[config.mk]
export PLATFORM = sky130hd
export DESIGN_NAME = next_pc_unit
export DESIGN_NICKNAME = d
export VERILOG_FILES = /design/src/rtl/next_pc_unit.sv
export SDC_FILE = /design/constraint.sdc
export NUM_CORES = 1
export LEC_CHECK = 0
export CAP_MARGIN = 20
export CORE_MARGIN = 5
export CORE_UTILIZATION = 45
export DETAILED_ROUTE_END_ITERATION = 6
export MAX_ROUTING_LAYER = met4
export PLACE_DENSITY = 0.67
export SLEW_MARGIN = 25
export SYNTH_ARGS = -nofsm -noshare
export SYNTH_HDL_FRONTEND = slang
export SYNTH_SLANG_ARGS = --single-unit
[constraint.sdc]
create_clock -name clk -period 10.14 [get_ports clk]
set_input_delay 2.028 -clock clk [delete_from_list [all_inputs] [get_ports clk]]
set_output_delay 2.028 -clock clk [all_outputs]
set_load 0.02 [all_outputs]
[src/rtl/next_pc_unit.sv]
// next_pc_unit: registered PC with branch resolution, stall/pending redirect and a circular return stack; NPC_BRANCH_STATS_EN builds branch counters
module next_pc_unit #(
  parameter int PC_W = 32,
  parameter logic [PC_W-1:0] RESET_PC = '0,
  parameter int INSTR_BYTES = 4,
  parameter int RAS_DEPTH = 8
) (
  input  logic            clk,
  input  logic            rst,
  input  logic            stall,
  input  logic            instr_valid,
  input  logic [2:0]      branch,
  input  logic            is_call,
  input  logic            is_ret,
  input  logic            carry,
  input  logic            zero,
  input  logic            sign,
  input  logic [PC_W-1:0] imm_target,
  input  logic [PC_W-1:0] rs_val,
  output logic [PC_W-1:0] pc,
  output logic            taken,
  output logic            flush,
  output logic            ras_empty,
  output logic            ras_overflow,
  output logic            ras_underflow,
  output logic [31:0]     stat_branches,
  output logic [31:0]     stat_taken
);
  localparam int AW = $clog2(RAS_DEPTH);
  localparam logic [PC_W-1:0] MASK = ~(PC_W'(INSTR_BYTES - 1));
  localparam logic [AW:0] FULL = (AW + 1)'(RAS_DEPTH);
  logic [PC_W-1:0] ras [RAS_DEPTH];
  logic [AW-1:0]   sp;
  logic [AW:0]     cnt;
  logic            pend;
  logic [PC_W-1:0] pend_pc;
  logic [PC_W-1:0] seq;
  logic [PC_W-1:0] tgt;
  logic            cond;
  logic            accept;
  logic            push;
  logic            pop;
  // branch condition, redirect target and stack operation decode
  always_comb begin
    seq = pc + PC_W'(INSTR_BYTES);
    ras_empty = cnt == '0;
    cond = (branch == 3'b001) || (branch == 3'b010) || (branch == 3'b011 && sign) ||
           (branch == 3'b100 && zero) || (branch == 3'b101 && !zero) ||
           (branch == 3'b110 && carry) || (branch == 3'b111 && !carry);
    taken = instr_valid && (is_ret || cond);
    accept = instr_valid && !pend;
    pop = accept && is_ret;
    push = accept && is_call && taken;
    tgt = MASK & (is_ret ? (ras_empty ? rs_val : ras[sp - AW'(1)]) :
                  branch == 3'b010 ? rs_val : imm_target);
  end
  // pc update, flush pulse and capture of redirects arriving under stall
  always_ff @(posedge clk) begin
    if (rst) begin
      pc <= RESET_PC;
      flush <= 1'b0;
      pend <= 1'b0;
      pend_pc <= '0;
    end else if (pend && !stall) begin
      pc <= pend_pc;
      flush <= 1'b1;
      pend <= 1'b0;
    end else if (!stall) begin
      pc <= taken ? tgt : seq;
      flush <= taken;
    end else begin
      flush <= 1'b0;
      if (taken && !pend) begin
        pend <= 1'b1;
        pend_pc <= tgt;
      end
    end
  end
  // stack pointer, occupancy and over/underflow flags; a full push lands on the oldest slot
  always_ff @(posedge clk) begin
    if (rst) begin
      sp <= '0;
      cnt <= '0;
      ras_overflow <= 1'b0;
      ras_underflow <= 1'b0;
    end else begin
      ras_underflow <= pop && ras_empty;
      if (push && !(pop && !ras_empty)) begin
        sp <= sp + AW'(1);
        cnt <= cnt == FULL ? cnt : cnt + 1'b1;
        if (cnt == FULL) ras_overflow <= 1'b1;
      end else if (pop && !push && !ras_empty) begin
        sp <= sp - AW'(1);
        cnt <= cnt - 1'b1;
      end
    end
  end
  // stack storage; call+ret reuses the slot just popped
  always_ff @(posedge clk) begin
    if (!rst && push) ras[(pop && !ras_empty) ? sp - AW'(1) : sp] <= seq;
  end
`ifdef NPC_BRANCH_STATS_EN
  // conditional branch counters over accepted instructions
  always_ff @(posedge clk) begin
    if (rst) begin
      stat_branches <= '0;
      stat_taken <= '0;
    end else if (accept && branch >= 3'b011) begin
      stat_branches <= stat_branches + 32'd1;
      stat_taken <= stat_taken + {31'd0, taken};
    end
  end
`else
  assign stat_branches = '0;
  assign stat_taken = '0;
`endif
endmodule

# Word-level counts from Yosys, hierarchy flattened
# Memory sizes are Yosys's and may differ from the RTL's.
# Index checks and enable logic that the tools add are counted.
op_classes:
  add_sub_neg: 5
  eq_ne: 10
  mux: 16
  bitwise: 1
  n_reduce_logical: 40
op_table:
  columns: ["operator", "n"]
  rows:
  - ["2-to-1 mux 32 bit", 6]
  - ["adder 32 x 3 -> 32 bit, second input constant", 1]
  - ["logical AND 1 bit", 18]
  - ["equality test 3 bit, second input constant", 4]
  - ["2-to-1 mux 4 bit", 3]
  - ["2-to-1 mux 3 bit", 3]
  - ["logical NOT 1 bit", 8]
  - ["logical OR 1 bit", 7]
  - ["equality test 3 x 2 -> 1 bit, second input constant", 2]
  - ["AND reduction 2 bit", 3]
  - ["adder 4 x 1 -> 4 bit, second input constant", 1]
  - ["equality test 4 bit, second input constant", 1]
  - ["logical NOT 4 bit", 1]
  - ["2-to-1 mux 1 bit", 4]
  - ["subtractor 4 x 1 -> 4 bit, second input constant", 1]
  - ["adder 3 x 1 -> 3 bit, second input constant", 1]
  - ["equality test 3 x 1 -> 1 bit, second input constant", 1]
  - ["AND reduction 3 bit", 1]
  - ["subtractor 3 x 1 -> 3 bit, second input constant", 1]
  - ["!= test 2 x 1 -> 1 bit, second input constant", 1]
  - ["!= test 2 bit, second input constant", 1]
  - ["nonzero test 2 bit", 1]
  - ["OR reduction 2 bit", 1]
  - ["inverter 1 bit", 1]
totals:
  ff_bits: 73
  ramBits: 256
  in_bits: 76
  wordCells: 81
  mem_count: 1
memory_table:
  columns: ["name", "depth", "width", "read_ports", "rd_ports_with_merged_regs", "wr", "line_no", "source"]
  rows:
  - ["ras", 8, 32, 1, 0, 1, "32", "logic [PC_W-1:0] ras [RAS_DEPTH];"]

# Logic depth before layout (Yosys ltp)
# Gate-level depths: netlist of the first run.
logic_depth:
  depth_word: 15
  mapped_depth: 13
  mapped_depth_nobuf: 10

# Worst setup path before layout of the first run
# OpenSTA, ideal clock, no wires.
synth_path:
  path_type: "input to register"
  startpoint: "input is_ret"
  endpoint: "memory ras[7][10], enable pin"
  setup_time_ns: 0.492
  t_arrival_ns: 6.142
  t_required_ns: 9.648
  slack_ns: 3.505
  path_stages: 8
  cell_sequence: "clkbuf_1 > o41a_1 > clkbuf_1 > nand2_1 > nor2_1 > a22o_1 > a22oi_1 > nor4_1"
synth_via:
  elab_chain_len: 6
  word_cells_on_any_way: 9
synth_lines:
  columns: ["item", "line_no", "source"]
  rows:
  - ["start, declared", "14", "input logic is_ret,"]
  - ["logical OR 1 bit", "50", "taken = instr_valid && (is_ret || cond);"]
  - ["logical AND 1 bit", "50", null]
  - ["logical AND 1 bit", "53", "push = accept && is_call && taken;"]
  - ["logical AND 1 bit", "100", "if (!rst && push) ras[(pop && !ras_empty) ? sp - AW'(1) : sp] <= seq;"]
  - ["2-to-1 mux 1 bit (2 in series)", "100", null]
  - ["end, declared", "32", null]
# Several ways; a longest one is shown, not always the timed one.

# Final worst setup path of the first run
layout_path:
  startpoint: "input branch[0]"
  endpoint: "output taken"
layout_via:
  elab_chain_len: 9
  word_cells_on_any_way: 20
layout_lines:
  columns: ["item", "line_no", "source"]
  rows:
  - ["start, declared", "12", "input logic [2:0] branch,"]
  - ["equality test 3 x 1 -> 1 bit or equality test 3 x 2 -> 1 bit (tied branches)", "47", "cond = (branch == 3'b001) || (branch == 3'b010) || (branch == 3'b011 && sign) ||"]
  - ["logical OR 1 bit or logical AND 1 bit (tied branches)", "47", null]
  - ["logical OR 1 bit (2 in series)", "47", null]
  - ["logical OR 1 bit (2 in series)", "48", "(branch == 3'b100 && zero) || (branch == 3'b101 && !zero) ||"]
  - ["logical OR 1 bit (*)", "49", "(branch == 3'b110 && carry) || (branch == 3'b111 && !carry);"]
  - ["logical OR 1 bit (*)", "50", null]
  - ["logical AND 1 bit (*)", "50", null]
  - ["end, declared", "21", "output logic taken,"]
# Mark *: on every way between the ends. The rest lies on a longest branch, timed or not.

==> summary.txt, run 1 <==
======================================================================================
Number of buffers inserted by port buffering ............................          106
Initial DRT Pass Iterations .............................................            5
Most used cells in the layout excluding fill and tap cells .............. 240 x sky130_fd_sc_hd__edfxtp_1, 123 x sky130_fd_sc_hd__nand2_1, 104 x sky130_fd_sc_hd__clkdlybuf4s50_1
Ys flop type ............................................................ sky130_fd_sc_hd__edfxtp_1
Cell internal pwr .......................................................      2410 µW
Top achievable clock speed ..............................................      131 MHz
Diodes inserted .........................................................            0
Resized cells post-CTS ..................................................            0
Total power density per cell area .......................................   196 nW/µm²
Sequential fraction of the synthesis area ...............................        0.588
IO Count ................................................................          177
Setup Total Neg Slack ...................................................         0 ns
Main area contributors after synthesis .................................. sky130_fd_sc_hd__edfxtp_1 49%, sky130_fd_sc_hd__dfxtp_1 9.7%, sky130_fd_sc_hd__mux4_2 8.8%
Number of enable flip-flop cells after synthesis ........................          240
Simple-gate share of the synthesized area ...............................        0.103
Number of maximum-capacitance constraint violations .....................            0
Synth Area per Inst .....................................................     12.6 µm²
Post-layout min period ..................................................      7.62 ns
Data arrival, critical path .............................................      5.60 ns
Floorplan die area ......................................................    36300 µm²
Relative contribution of sequential cells to total power ................        0.436
Remaining global-route overflow .........................................            0
Worst setup path category ............................................... primary input to primary output
Total CTS buffers .......................................................           34
Relative slew slack .....................................................        0.314
Xor-xnor portion of the synthesized cell area ...........................       0.0198
H-tree Lvls .............................................................            2
Number of global-route vias before repair ...............................         9822
Post CTS Setup Buffer Count .............................................            0
Horizontal die dimension ................................................       191 µm
Syn Inst Count ..........................................................         1164
Setup Slack @ Placement .................................................      2.62 ns
Fraction of power spent switching nets ..................................        0.279
Largest family of logic cells by synthesized area ....................... multiplexers
Placed cell count .......................................................         1665
Area growth syn-to-layout ...............................................        16.7%
All-layer global routing usage ..........................................        0.232
# setup viols final .....................................................            0
Fraction of layout cells with a size suffix above 1 .....................        0.143
Post-route total power ..................................................      3350 µW
Fraction of synthesized cell area taken by the top area cell type .......        0.492
First-iteration detailed-routing DRC count ..............................         1206
Clock network power share ...............................................        0.368
Largest area contributor in the synthesized netlist ..................... sky130_fd_sc_hd__edfxtp_1
Starting utilization of the core area ...................................        0.453
Slew at the pin with the worst max-slew slack ...........................      1.03 ns
Static leakage power ....................................................   0.00576 µW
Run status .............................................................. finished, final reports clean
Hold path cells .........................................................            2
Post-route fraction of the period consumed by the critical path .........        0.752
Most frequent standard cell in the layout excluding fill and tap cells .. sky130_fd_sc_hd__edfxtp_1
Compound-gate portion of the synthesized area ...........................        0.110
Row Count ...............................................................           66
Peak supply drop ........................................................   0.000106 V
Required @ worst endpoint ...............................................      8.11 ns
Clock-pin slew of the registers on the worst-case setup and hold paths ..      0.06 ns
Asr flop ratio synth ....................................................            0
Clock latency on the worst-skew pair ....................................      0.51 ns
Share of cell area taken by muxes after synthesis .......................        0.110
Highest fanout seen on the critical path ................................           18
Layout Nets .............................................................         1340
Setup clock skew after layout ...........................................    0.0183 ns
Endpoint class of the critical path ..................................... primary output
Worst Slack Setup Final .................................................      2.52 ns
Proportion of power drawn by combinational gates ........................        0.196
Maximum number of pins on one net before global-route repair ............           59
First-pass GRT wire length ..............................................     61600 µm
Post-Route Utilization ..................................................        0.529
Worst hold-check path type .............................................. flip-flop to flip-flop
Clock tree from TritonCTS ...............................................         done
Avg WL per Cell .........................................................      24.0 µm
Critical Path, Cell by Cell ............................................. clkdlybuf4s50_1, nor4bb_1, or4b_1, a21oi_2, nor2_2, clkinv_2, clkdlybuf4s50_1
Via density .............................................................         5.94
Register bit count reported by yosys ....................................          311
Final Routed Wirelength .................................................     41400 µm
Number of nets with antenna violations after routing ....................            0
Cell area after synthesis ...............................................    14700 µm²
Floorplan core area .....................................................    32400 µm²
CTS Root Cell ........................................................... sky130_fd_sc_hd__clkbuf_16
Height of the die .......................................................       191 µm
Weighted congestion reported at the end of routability-driven placement .        0.894
Slowest library cell on the worst path .................................. sky130_fd_sc_hd__a21oi_2
Unrepaired setup endpoints after global routing .........................           no
Final count of pins violating max slew ..................................            0
Finished Layout Cells ...................................................         1725
Total of warnings raised by yosys .......................................            0
Post-synth cell types ...................................................           78
Nature of the critical path startpoint .................................. primary input
R2r worst-path depth ....................................................            6
CTS Hold Buffers Added ..................................................            0
Adder-cell share of the synthesized area ................................      0.00427
Remaining design rule violation count ...................................            0
Total via count in the routed design ....................................        10200
Sw power ................................................................       934 µW
Delay of the slowest critical-path stage ................................      0.75 ns
Antenna violations before repair ........................................            0
Max Root-Sink Buffers ...................................................            3
Critical path's most frequent cell ...................................... sky130_fd_sc_hd__clkdlybuf4s50_1
Half-perimeter wire length after detailed placement .....................     26900 µm
Sinks on the clock net ..................................................          311
Final Hold Violating Endpoints ..........................................            0
======================================================================================
## logic make-up after synthesis
kind of cell,after synthesis
other,1
AOI/OAI and AO/OA,244
adders and majority gates,5
and+or+nand+nor,316
buffers and inverters,167
DFF,311
muxes,89
xor gates and xnor gates,31
## through the flow
stage / hold slack [ns] / area, µm²
3_5_place_dp: 0.448 / 16000
2_1_floorplan: 0.432 / 14900
5_1_grt: 0.478 / 17100
4_1_cts: 0.456 / 17100
6_report: 0.455 / 17100
3_3_place_gp: 0.438 / 15900
## final timing paths
check	endpoint	slack [ns]	start
hold reg to reg	pend_pc[8]	0.45	pend_pc[8]
setup reg to reg	ras[6][25]	6.28	cnt[0]
setup / recovery	taken	2.52	branch[0]
hold / removal	pend_pc[8]	0.45	pend_pc[8]
## synth_stat cells, drive strengths merged, types with 14 or more instances
library cell / instances
nor2: 72
xnor2: 19
mux2i: 22
edfxtp: 240
clkbuf: 38
buf: 100
nor3: 23
nand3: 20
a21oi: 74
a221oi: 15
a211oi: 14
o21ai: 44
inv: 26
nand2: 123
o22ai: 20
dfxtp: 71
mux4: 57
## cell type report
| class | instances | area [µm²] |
|---|---|---|
| clock inverters | 16 | 166 |
| clock buffers | 44 | 950 |
| flip-flops and latches | 311 | 8630 |
| well taps | 442 | 553 |
| multi-input cells | 751 | 5420 |
| inverters | 29 | 110 |
| repair buffers | 132 | 1280 |
| fillers | 2755 | 15300 |
## state kept, by name, summed over array words and instances (netlist names)
register       count
pend_pc           30
pend               1
cnt                4
ras_overflow       1
sp                 3
pc                30
ras              240
flush              1
ras_underflow      1
## per-layer routing
metal  share of wire  wire length [µm]  GRT usage
met1            0.41             17000      0.317
met2            0.47             19300      0.360
met3           0.094              3880     0.0449
met4           0.028              1150     0.0605
met5               0                 0          -
## critical path: cells and delay by family
kind,cells,cell delay [ns]
compound gates,1,0.75
buf+inv,3,1.63
simple gates,3,1.14
## power by group through the flow
stage | combinational (µW) | sequential (µW) | clock [µW]
after floorplan | 458 | 1480 | 0
after global placement | 642 | 1480 | 0
after detailed placement | 651 | 1480 | 0
after CTS | 654 | 1460 | 1240
after global routing | 700 | 1460 | 1310
final | 655 | 1460 | 1230
No activity file was read; power rests on OpenSTA's default activity.
==> inputs of run 2 (changes only) <==
clock period = 7.1 ns   (was 10.14 ns; I/O delays follow)
==> summary.txt, run 2 (synthesis results as in run 1) <==
======================================================================================
Horizontal die dimension ................................................       191 µm
Peak supply drop ........................................................   0.000152 V
Avg WL per Cell .........................................................      24.6 µm
Post-detailed-placement cell area .......................................    16000 µm²
Antenna violations before repair ........................................            0
Post-layout instance area ...............................................    17200 µm²
Setup clock skew after layout ...........................................    0.0204 ns
Critical path's most frequent cell ...................................... sky130_fd_sc_hd__clkdlybuf4s50_1
Nature of the critical path startpoint .................................. primary input
Post-route total power ..................................................      4920 µW
Post CTS Setup Buffer Count .............................................            0
Clock latency on the worst-skew pair ....................................      0.52 ns
Layout Nets .............................................................         1342
Run status .............................................................. finished, final reports clean
Initial DRT Pass Iterations .............................................            6
Unrepaired setup endpoints after global routing .........................           no
Post-layout min period ..................................................      5.24 ns
First-iteration detailed-routing DRC count ..............................         1141
Sequential Area .........................................................     8630 µm²
Number of nets with antenna violations after routing ....................            0
Weighted congestion reported at the end of routability-driven placement .        0.899
Top reg by flops ........................................................          ras
Remaining design rule violation count ...................................            0
All-layer global routing usage ..........................................        0.235
# setup viols final .....................................................            0
Largest registers ....................................................... ras (240), pc (30), pend_pc (30)
Final Routed Wirelength .................................................     42600 µm
Number of buffers inserted by port buffering ............................          106
H-tree Lvls .............................................................            2
Sinks on the clock net ..................................................          311
Starting utilization of the core area ...................................        0.453
Slowest library cell on the worst path .................................. sky130_fd_sc_hd__clkdlybuf4s50_1
Clock-pin slew of the registers on the worst-case setup and hold paths ..      0.06 ns
CTS Root Cell ........................................................... sky130_fd_sc_hd__clkbuf_16
Height of the die .......................................................       191 µm
IO Count ................................................................          177
Area growth syn-to-layout ...............................................        17.6%
Number of global-route vias before repair ...............................         9957
Resized cells post-CTS ..................................................            0
Diodes inserted .........................................................            0
Critical Path, Cell by Cell ............................................. clkdlybuf4s50_1, nor4bb_1, or4b_1, a21oi_2, nor2_2, clkinv_2, clkdlybuf4s50_1
Static leakage power ....................................................   0.00582 µW
Final count of pins violating max slew ..................................            0
Endpoint class of the critical path ..................................... primary output
Worst hold-check path type .............................................. flip-flop to flip-flop
Most used cells in the layout excluding fill and tap cells .............. 240 x sky130_fd_sc_hd__edfxtp_1, 123 x sky130_fd_sc_hd__nand2_1, 104 x sky130_fd_sc_hd__clkdlybuf4s50_1
Delay of the slowest critical-path stage ................................      0.64 ns
Floorplan die area ......................................................    36300 µm²
Clock tree from TritonCTS ...............................................         done
Kind of cell adding the most delay to the critical path ................. buffers and inverters
Total power density per cell area .......................................   286 nW/µm²
Row Count ...............................................................           66
Largest register FFs ....................................................          240
CTS Hold Buffers Added ..................................................            0
Total CTS buffers .......................................................           34
Worst setup path category ............................................... primary input to primary output
Via density .............................................................         5.97
Most frequent standard cell in the layout excluding fill and tap cells .. sky130_fd_sc_hd__edfxtp_1
Fill cell instance count of the final layout ............................         2728
Fraction of layout cells with a size suffix above 1 .....................        0.146
Number of maximum-capacitance constraint violations .....................            0
Max Root-Sink Buffers ...................................................            3
Setup Total Neg Slack ...................................................         0 ns
Data arrival, critical path .............................................      3.82 ns
Maximum number of pins on one net before global-route repair ............           64
Total via count in the routed design ....................................        10300
Highest fanout seen on the critical path ................................            7
Remaining global-route overflow .........................................            0
Tightest hold margin ....................................................     0.457 ns
Area of the multi-input gates ...........................................     5410 µm²
Top achievable clock speed ..............................................      191 MHz
Half-perimeter wire length after detailed placement .....................     27200 µm
Post-route fraction of the period consumed by the critical path .........        0.739
Bufs and invs on worst path .............................................            3
Relative slew slack .....................................................        0.284
Floorplan core area .....................................................    32400 µm²
Slew at the pin with the worst max-slew slack ...........................      1.06 ns
Required @ worst endpoint ...............................................      5.68 ns
Final Hold Violating Endpoints ..........................................            0
First-pass GRT wire length ..............................................     62400 µm
Placed cell count .......................................................         1667
Finished Layout Cells ...................................................         1729
======================================================================================
run 2: worst paths after layout:
kind | from | endpoint | slack, ns | depth (start not counted)
hold / removal | pend_pc[10] | pend_pc[10] | 0.46 | 2
setup / recovery | branch[2] | taken | 1.86 | 7
setup reg to reg | sp[0] | pc[20] | 2.58 | 10
hold reg to reg | pend_pc[10] | pend_pc[10] | 0.46 | 2
run 2: stage by stage:
step           setup slack (ns)  utilization
6_report                   1.86        0.533
3_3_place_gp               1.90        0.492
5_1_grt                    1.81        0.533
4_1_cts                    1.89        0.533
3_5_place_dp               1.90        0.495
2_1_floorplan              1.07            -
run 2: area by class of cell:
| cell class | count | share of cell area |
|---|---|---|
| flip-flops and latches | 311 | 0.501 |
| well taps | 442 | 0.0321 |
| inverters | 29 | 0.00639 |
| multi-input cells | 751 | 0.314 |
| clock inverters | 21 | 0.0157 |
| clock buffers | 41 | 0.0546 |
| repair buffers | 134 | 0.0766 |
run 2: worst register-to-register path: cells and delay by family (launching register included):
kind / cells / cell delay, ns
multiplexers: 2 / 0.88
flip-flops: 1 / 0.31
adder cells (fa/ha/maj): 1 / 0.62
AND/OR/NAND/NOR: 2 / 0.19
buffers and inverters: 4 / 1.95
AO/OA/AOI/OAI: 1 / 0.41
run 2: routing by layer:
| metal | part of all wire | GRT usage |
|---|---|---|
| met1 | 0.42 | 0.326 |
| met2 | 0.46 | 0.357 |
| met3 | 0.095 | 0.0410 |
| met4 | 0.028 | 0.0743 |
| met5 | 0 | - |
run 2: where the power goes:
group          switching [µW]  leakage (µW)  internal, µW
combinational             585       0.00243           366
sequential               56.2       0.00280          2030
clock                     718      0.000588          1170
